## src/rtl/sequential_divider.sv

```systemverilog
// ---------------------------------------------------------------------------
// sequential_divider
//
// Multi-cycle restoring divider. An unsigned DIVIDEND_WIDTH-bit dividend is
// divided by an unsigned DIVISOR_WIDTH-bit divisor, resolving one quotient bit
// per clock. The default widths match the combinational multiplier, so that
// block's product can be fed back here and checked.
//
// Ports:
//   clock          in   system clock, all state on the rising edge
//   reset          in   synchronous active-high reset
//   start          in   request; sampled only while idle
//   dividend       in   [DIVIDEND_WIDTH-1:0] latched on an accepted start
//   divisor        in   [DIVISOR_WIDTH-1:0]  latched on an accepted start
//   busy           out  high while the divide loop is running
//   done           out  one-cycle pulse, results valid
//   quotient       out  [DIVIDEND_WIDTH-1:0] final quotient (all ones on /0)
//   remainder      out  [DIVISOR_WIDTH-1:0]  final remainder (0 on /0)
//   divide_by_zero out  set when the latched divisor was zero
//
// All outputs are registered. quotient/remainder only change on entry to
// DONE (or on reset), so intermediate values are never visible.
// ---------------------------------------------------------------------------
module sequential_divider #(
    parameter int DIVIDEND_WIDTH = 8,
    parameter int DIVISOR_WIDTH  = 4
) (
    input  logic                      clock,
    input  logic                      reset,
    input  logic                      start,
    input  logic [DIVIDEND_WIDTH-1:0] dividend,
    input  logic [DIVISOR_WIDTH-1:0]  divisor,
    output logic                      busy,
    output logic                      done,
    output logic [DIVIDEND_WIDTH-1:0] quotient,
    output logic [DIVISOR_WIDTH-1:0]  remainder,
    output logic                      divide_by_zero
);

    // Bit counter wide enough to address every dividend bit.
    localparam int CW = (DIVIDEND_WIDTH > 1) ? $clog2(DIVIDEND_WIDTH) : 1;
    localparam logic [CW-1:0] COUNT_LAST = CW'(DIVIDEND_WIDTH - 1);

    typedef enum logic [1:0] {
        ST_IDLE = 2'd0,
        ST_RUN  = 2'd1,
        ST_DONE = 2'd2
    } state_t;

    state_t                      state_r;
    state_t                      state_next_s;

    logic [DIVIDEND_WIDTH-1:0]   dividend_r;
    logic [DIVISOR_WIDTH-1:0]    divisor_r;
    logic [CW-1:0]               count_r;
    // Partial remainder is always < divisor between steps, so DIVISOR_WIDTH
    // bits hold it; the shifted value below carries the extra bit.
    logic [DIVISOR_WIDTH-1:0]    prem_r;
    logic [DIVIDEND_WIDTH-1:0]   quot_work_r;

    logic                        divisor_zero_s;
    logic [DIVISOR_WIDTH:0]      shifted_s;
    logic                        ge_s;
    logic [DIVISOR_WIDTH-1:0]    diff_s;
    logic [DIVISOR_WIDTH-1:0]    rem_next_s;
    logic [DIVIDEND_WIDTH-1:0]   quot_next_s;
    logic                        busy_next_s;
    logic                        done_next_s;

    assign divisor_zero_s = (divisor == {DIVISOR_WIDTH{1'b0}});

    // State register.
    always_ff @(posedge clock) begin
        if (reset) begin
            state_r <= ST_IDLE;
        end else begin
            state_r <= state_next_s;
        end
    end

    // Next-state logic.
    always_comb begin
        state_next_s = state_r;
        case (state_r)
            ST_IDLE: begin
                if (start) begin
                    state_next_s = divisor_zero_s ? ST_DONE : ST_RUN;
                end else begin
                    state_next_s = ST_IDLE;
                end
            end
            ST_RUN: begin
                if (count_r == {CW{1'b0}}) begin
                    state_next_s = ST_DONE;
                end else begin
                    state_next_s = ST_RUN;
                end
            end
            ST_DONE: state_next_s = ST_IDLE;
            default: state_next_s = ST_IDLE;
        endcase
    end

    // Output decode: busy/done follow the state being entered so that the
    // registered copies line up with the state register.
    always_comb begin
        busy_next_s = 1'b0;
        done_next_s = 1'b0;
        case (state_next_s)
            ST_RUN:  busy_next_s = 1'b1;
            ST_DONE: done_next_s = 1'b1;
            default: begin
                busy_next_s = 1'b0;
                done_next_s = 1'b0;
            end
        endcase
    end

    // One restoring step. The difference is taken modulo 2^DIVISOR_WIDTH:
    // it is only used when shifted >= divisor, where the true result fits.
    always_comb begin
        shifted_s   = {prem_r, dividend_r[count_r]};
        ge_s        = (shifted_s >= {1'b0, divisor_r});
        diff_s      = shifted_s[DIVISOR_WIDTH-1:0] - divisor_r;
        if (ge_s) begin
            rem_next_s = diff_s;
        end else begin
            rem_next_s = shifted_s[DIVISOR_WIDTH-1:0];
        end
        // Bits are resolved MSB first, so shifting left places bit [count].
        quot_next_s = {quot_work_r[DIVIDEND_WIDTH-2:0], ge_s};
    end

    // Registered busy/done outputs.
    always_ff @(posedge clock) begin
        if (reset) begin
            busy <= 1'b0;
            done <= 1'b0;
        end else begin
            busy <= busy_next_s;
            done <= done_next_s;
        end
    end

    // Datapath: operand latch, iteration registers and result outputs.
    always_ff @(posedge clock) begin
        if (reset) begin
            dividend_r     <= {DIVIDEND_WIDTH{1'b0}};
            divisor_r      <= {DIVISOR_WIDTH{1'b0}};
            count_r        <= {CW{1'b0}};
            prem_r         <= {DIVISOR_WIDTH{1'b0}};
            quot_work_r    <= {DIVIDEND_WIDTH{1'b0}};
            quotient       <= {DIVIDEND_WIDTH{1'b0}};
            remainder      <= {DIVISOR_WIDTH{1'b0}};
            divide_by_zero <= 1'b0;
        end else begin
            case (state_r)
                ST_IDLE: begin
                    if (start) begin
                        dividend_r     <= dividend;
                        divisor_r      <= divisor;
                        count_r        <= COUNT_LAST;
                        prem_r         <= {DIVISOR_WIDTH{1'b0}};
                        quot_work_r    <= {DIVIDEND_WIDTH{1'b0}};
                        divide_by_zero <= divisor_zero_s;
                        // Zero divisor skips the loop and publishes at once.
                        if (divisor_zero_s) begin
                            quotient  <= {DIVIDEND_WIDTH{1'b1}};
                            remainder <= {DIVISOR_WIDTH{1'b0}};
                        end
                    end
                end
                ST_RUN: begin
                    prem_r      <= rem_next_s;
                    quot_work_r <= quot_next_s;
                    count_r     <= count_r - {{(CW-1){1'b0}}, 1'b1};
                    if (count_r == {CW{1'b0}}) begin
                        quotient  <= quot_next_s;
                        remainder <= rem_next_s;
                    end
                end
                default: begin
                    dividend_r <= dividend_r;
                end
            endcase
        end
    end

endmodule
```

## config.mk

```make
export PLATFORM = sky130hd
export DESIGN_NAME = sequential_divider
export DESIGN_NICKNAME = d
export VERILOG_FILES = /design/src/rtl/sequential_divider.sv
export SDC_FILE = /design/constraint.sdc
export NUM_CORES = 1
export LEC_CHECK = 0
export CAP_MARGIN = 20
export CORE_MARGIN = 2
export CORE_UTILIZATION = 52
export DETAILED_ROUTE_END_ITERATION = 10
export PLACE_DENSITY = 0.78
export SLEW_MARGIN = 40
export SYNTH_ARGS = -nofsm -noshare
export SYNTH_HDL_FRONTEND = slang
export SYNTH_SLANG_ARGS = --single-unit
```

## constraint.sdc

```tcl
create_clock -name clock -period 7.55 [get_ports clock]
set_clock_uncertainty 0.2 [all_clocks]
set_input_delay 0.755 -clock clock [delete_from_list [all_inputs] [get_ports clock]]
set_output_delay 0.755 -clock clock [all_outputs]
set_load 0.03 [all_outputs]
```

==> reports/results.ini, run 1 <==
[floorplanning]
die_area_um2=4020
die_h_um=63.4
coreArea_um2=3360
ios=30
initial_core_util_pct=54.6
row_count=21
die_w_um=63.4

[yosys]
synth_edf_count=0
yosys.area.top_type=dfxtp_1
synth.most_common_cell=nand2_1
yosys-top-cells-area=dfxtp_1 (47%), nand2_1 (10%), a21oi_1 (6.5%)
yosys_warnings=0
yosysSeqAreaShare_pct=46.9
ys.flop_type=dfxtp_1
ys_seq_elements=43
synth.distinct_cells=42
synth_fp_nets=241
syn_area_per_cell_um2=8.38
synth_cells=219
async_flop_share_pct=0
yosysTopAreaCellShare_pct=46.9
synth_common_cells=nand2_1 (49), dfxtp_1 (43), a21oi_1 (24)
syn_area_um2=1840

[status]
status=complete, no violations

[critical_path]
start_kind=flip-flop
rrSetupSlack_ns=4.71
cp-end-kind=flip-flop
cp.arrival_ns=2.89
critPathRequiredTime_ns=7.60
path_class=flip-flop to flip-flop
r2r_cells=8
reg2reg_to=remainder[3]
cp_max_fo=6
r2r-start=count_r[1]

[timing]
hold_viol_final=0
period_needed_ns=2.84
slew_viol_final=0
tns_ns=0
timing.fmax_mhz=352
tightest_slew_ns=0.702
setup_viol=0
fin_crit_sh_pct=37.6
slew_headroom_pct=52.8
rsz0062_at_grt=no

[min_path]
holdCritPathClass=flip-flop to flip-flop
hold_depth=2
holdPathEnd=dividend_r[4]
hold_start=dividend_r[4]

[final_layout]
layout.cells.non_filler=293
area_growth_syn_to_layout_pct=21.1
insertedDiodeCount=0
drive_above_1_share_pct=6.48
final_util_pct=66.1
layout.nets=269
regArea_um2=861
fill_cells=311
multi_input_area_um2=891

[pwr]
totalPowerFinal_uw=507
p_leak_uw=0.000843
power_frac_seq_pct=49.7
power_frac_comb_pct=23.2
ir_worst_vdd_mv=0.146
p_per_area_nw_per_um2=228
p_switching_uw=147
clockPowerShare_pct=27.1
p_sw_share_pct=28.9
internal_power_uw=361

[placement]
dp_cells=286
io_buffers=29
place.gp.congestion=0.821
dp_hpwl_mm=2.56

[route]
ant_nets=0
drt-total-wl_mm=3.60
vias=1534
dr.pass1.iters=4
wl_per_cell_um=12.3
drt-initial-drc-count=58
drcViolationCount=0
vias_per_cell=5.24

[clocking]
cts_tree=built
hold_buffers=0
cts_max_level=2
numClockSinks=43
clkTransAtPathRegs_ns=0.12
cts_buffer_depth=2
root_buffer=clkbuf_4
clk_latency_ns=0.35
post_cts_buffers=0
post_cts_resized=0
cts_inserted_buffers=5

[global_route]
antenna_found_initial=0
grt_max_degree=33
overflow=0
grt_pass1_vias=1383
grt_pass1_wl_mm=6.17
grtUsageTotal_pct=19.5

[run]
max_cap_violations=0

## final cells by class
class                           instances  area share, %
Multi-Input combinational cell        156           40.1
Sequential cell                        43           38.7
Timing Repair Buffer                   31           13.7
Tap cell                               46           2.59
Clock buffer                            6           1.86
Inverter                               10           1.69
Clock inverter                          1           1.35
## power by group through the flow
stage	sequential [uW]	combinational [uW]	clock (uW)
global placement	257	116	0
floorplan	266	77.1	0
detailed placement	257	118	0
global route	254	130	153
CTS	252	118	140
finish	252	118	138
## cells in the final DEF, fill, tap and decap left out, types with 2 or more instances in the layout
cell             count
nand2_1             49
dfxtp_1             43
clkdlybuf4s50_1     29
a21oi_1             24
nor2_1              21
nor3_1              15
inv_1               10
ha_1                 6
clkbuf_4             5
nor4_1               3
a31oi_1              3
o21ai_0              3
mux4_2               2
nand2b_1             2
nand3_1              2
buf_4                2
## how the worst max path moves through the flow
stage	start	end	slack, ns	depth (start not counted)
after CTS	count_r[1]	remainder[3]	4.70	8
after floorplan	count_r[1]	remainder[3]	4.91	9
after global placement	divisor[1]	remainder[3]	4.62	5
after detailed placement	divisor[1]	remainder[1]	4.52	5
final	count_r[1]	remainder[3]	4.71	8
after global routing	count_r[1]	remainder[3]	4.55	8
## registers in the layout (all words and copies together), names as in the netlist
signal          count
count_r             3
quot_work_r         7
state_r             2
divide_by_zero      1
quotient            8
prem_r              4
done                1
dividend_r          8
remainder           4
divisor_r           4
busy                1
## through the flow
stage | worst slack, ns | hold WS (ns) | area, um^2
after floorplan | 4.91 | 0.233 | 1840
after global placement | 4.62 | 0.243 | 2150
after detailed placement | 4.52 | 0.248 | 2150
after CTS | 4.70 | 0.264 | 2220
after global routing | 4.55 | 0.288 | 2220
final | 4.71 | 0.261 | 2220
## layer usage
layer  vias to the layer above  GRT usage (%)  wire [um]
li1                        799              -          -
met1                       698           25.6       1690
met2                        30           30.1       1700
met3                         7           6.43        155
met4                         0           6.52         63
met5                         -              0          0
## worst max-delay path: stages, from the launching register on
cell and delay [ns]:
dfxtp_1 0.42, mux4_2 0.52, mux2i_1 0.25, ha_1 0.20, nand2b_1 0.16, a21boi_4 0.07
or2_1 0.31, a221o_1 0.35, a32o_2 0.26
## logic make-up after synthesis
kind of cell / share of synthesized area [%]
muxes: 3.00
adders and majority gates: 5.18
and+or+nand+nor: 23.2
xor gates and xnor gates: 0.955
buffers and inverters: 4.70
AOI/OAI and AO/OA: 16.1
DFF: 46.9
(Power assumes the default switching activity.)
==> run 2: changes to the inputs <==
--- a/config.mk
+++ b/config.mk
@@ -7,9 +7,9 @@
 export LEC_CHECK = 0
 export CAP_MARGIN = 20
 export CORE_MARGIN = 2
-export CORE_UTILIZATION = 52
+export CORE_UTILIZATION = 47
 export DETAILED_ROUTE_END_ITERATION = 10
-export PLACE_DENSITY = 0.78
+export PLACE_DENSITY = 0.74
 export SLEW_MARGIN = 40
 export SYNTH_ARGS = -nofsm -noshare
 export SYNTH_HDL_FRONTEND = slang
==> constraint.sdc (replaced) <==
create_clock -name clock -period 2.55 [get_ports clock]
set_clock_uncertainty 0.2 [all_clocks]
set_input_delay 0.255 -clock clock [delete_from_list [all_inputs] [get_ports clock]]
set_output_delay 0.255 -clock clock [all_outputs]
set_load 0.03 [all_outputs]
==> run 2 against run 1 <==
Net effect: the run now ends with negative setup slack left; largest power group unchanged; sequential cell count unchanged; cell count increased by 5.8%; first-iteration DRC count increased by 93%; core utilization decreased by 1.4 points; via count increased by 7.9%; total power increased to 3.2 times the previous value; critical endpoint unchanged; critical path depth unchanged.
==> reports/results.ini, run 2 (synthesis gave the netlist of run 1 again) <==
[pwr]
ir_worst_vdd_mv=0.399  ; +170%
totalPowerFinal_uw=1610  ; +220%
p_leak_uw=0.000928  ; +10%
p_per_area_nw_per_um2=670  ; +190%

[clocking]
numClockSinks=43  ; unchanged
cts_tree=built
cts_inserted_buffers=5  ; unchanged
hold_buffers=0  ; unchanged
root_buffer=clkbuf_8
cts_buffer_depth=2  ; unchanged
clkTransAtPathRegs_ns=0.08  ; -0.04 ns
cts_max_level=2  ; unchanged
clk_latency_ns=0.30  ; -0.05 ns

[placement]
place_area_um2=2210  ; +2.8%
io_buffers=29  ; unchanged
dp_hpwl_mm=2.70  ; +5.6%
place_worst_setup_slack_ns=-0.128  ; -4.65 ns
place.gp.congestion=0.885  ; +7.7%

[critical_path]
crit_start=count_r[1]
r2r-start=count_r[1]
cp.arrival_ns=2.57  ; -0.32 ns
r2r_cells=8  ; unchanged
critPathRequiredTime_ns=2.54  ; -5.06 ns
start_kind=flip-flop
reg2reg_to=remainder[3]
cp-endpoint=remainder[3]
rrSetupSlack_ns=-0.02  ; -4.73 ns
cp_max_fo=3  ; -3
cp-end-kind=flip-flop
path_class=flip-flop to flip-flop

[final_layout]
drive_above_1_share_pct=15.6  ; +9.2 points
layout.nets=283  ; +5.2%
insertedDiodeCount=0  ; unchanged
layout_common_cells=nand2_1 (48), dfxtp_1 (42), clkdlybuf4s50_1 (29)
final_common_cell=nand2_1
fin_area_um2=2400  ; +8.2%
area_growth_syn_to_layout_pct=31.0
reg.largest.list=dividend_r (8), quotient (8), quot_work_r (7)

[timing]
setup_slack_ns=-0.0241  ; -4.73 ns
tns_ns=-0.0241  ; -0.0241 ns
setup_viol=1  ; +1
fin_hold_ws_ns=0.256  ; -0.00476 ns
slew_headroom_pct=49.1  ; -3.6 points
tightest_slew_ns=0.763  ; +0.0611 ns
timing.fmax_mhz=388  ; +10%
period_needed_ns=2.57  ; -0.266 ns
fin_crit_sh_pct=101  ; +63 points
slew_viol_final=0  ; unchanged
rsz0062_at_grt=yes
hold_viol_final=0  ; unchanged

[status]
violations=negative setup slack
status=complete, but fails checks

[run]
max_cap_violations=0  ; unchanged

[global_route]
antenna_found_initial=0  ; unchanged
grt_pass1_wl_mm=6.96  ; +13%
grt_max_degree=30  ; -9.1%
grtUsageTotal_pct=20.9  ; +1.4 points
grt_pass1_vias=1500  ; +8.5%
overflow=0  ; unchanged

[route]
ant_nets=0  ; unchanged
wl_per_cell_um=13.1  ; +6.7%
dr.pass1.iters=4  ; unchanged
vias_per_cell=5.34  ; +2.0%
drt-total-wl_mm=4.06  ; +13%
drcViolationCount=0  ; unchanged
drt-initial-drc-count=112  ; +93%
vias=1655  ; +7.9%

[floorplanning]
die_w_um=66.5  ; +4.9%
ios=30  ; unchanged
initial_core_util_pct=49.4  ; -5.2 points
die_h_um=66.5  ; +4.9%
row_count=22  ; +4.8%
coreArea_um2=3720  ; +10%
die_area_um2=4420  ; +10%

[min_path]
holdCritPathClass=flip-flop to flip-flop

run 2: per-stage QoR:
stage	utilization, %	std cells
floorplan	-	219
global placement	59.6	295
detailed placement	59.6	295
CTS	63.5	310
global route	64.7	310
finish	64.7	310
run 2: power breakdown:
part	switching, uW	leakage (uW)	internal [uW]	total (uW)
clock network	235	0.0000412	192	426
registers	29.9	0.000351	716	746
logic	230	0.000535	208	438
total	495	0.000928	1120	1610
run 2: critical path, cell delays in order, from the launching register on:
cell	delay (ns)
dfxtp_4	0.37
mux4_2	0.53
mux2i_4	0.21
ha_4	0.17
nand2b_4	0.12
a21boi_4	0.05
or2_4	0.24
a221o_1	0.31
a32o_2	0.26
run 2: how the worst min path moves through the flow:
stage / cells after the start / endpoint / startpoint
2_1_floorplan: 2 / dividend_r[0] / dividend[0]
3_3_place_gp: 2 / divisor_r[1] / divisor_r[1]
3_5_place_dp: 2 / remainder[0] / remainder[0]
4_1_cts: 2 / dividend_r[1] / dividend_r[1]
5_1_grt: 2 / dividend_r[1] / dividend_r[1]
6_report: 2 / dividend_r[1] / dividend_r[1]
run 2: area by class of cell:
cell class	count	area, um^2
fill	330	1310
multi-input combinational	156	947
sequential	43	865
timing repair buffer	45	410
clock buffer	6	72.6
tap	48	60.1
inverter	10	37.5
clock inverter	2	12.5
run 2: repair_timing:
item,in CTS,in global routing
setup buffers,7,0
gates resized for setup,5,8
gates cloned,0,0
pin swaps,4,2
setup endpoints to repair,6,8
run 2: per-layer routing:
layer / vias up / track usage (%) / part of all wire (%)
met3: 8 / 4.73 / 3.7
li1: 832 / - / -
met4: 0 / 7.91 / 1.9
met2: 34 / 34.8 / 49
met5: - / 0 / 0
met1: 781 / 26.4 / 45
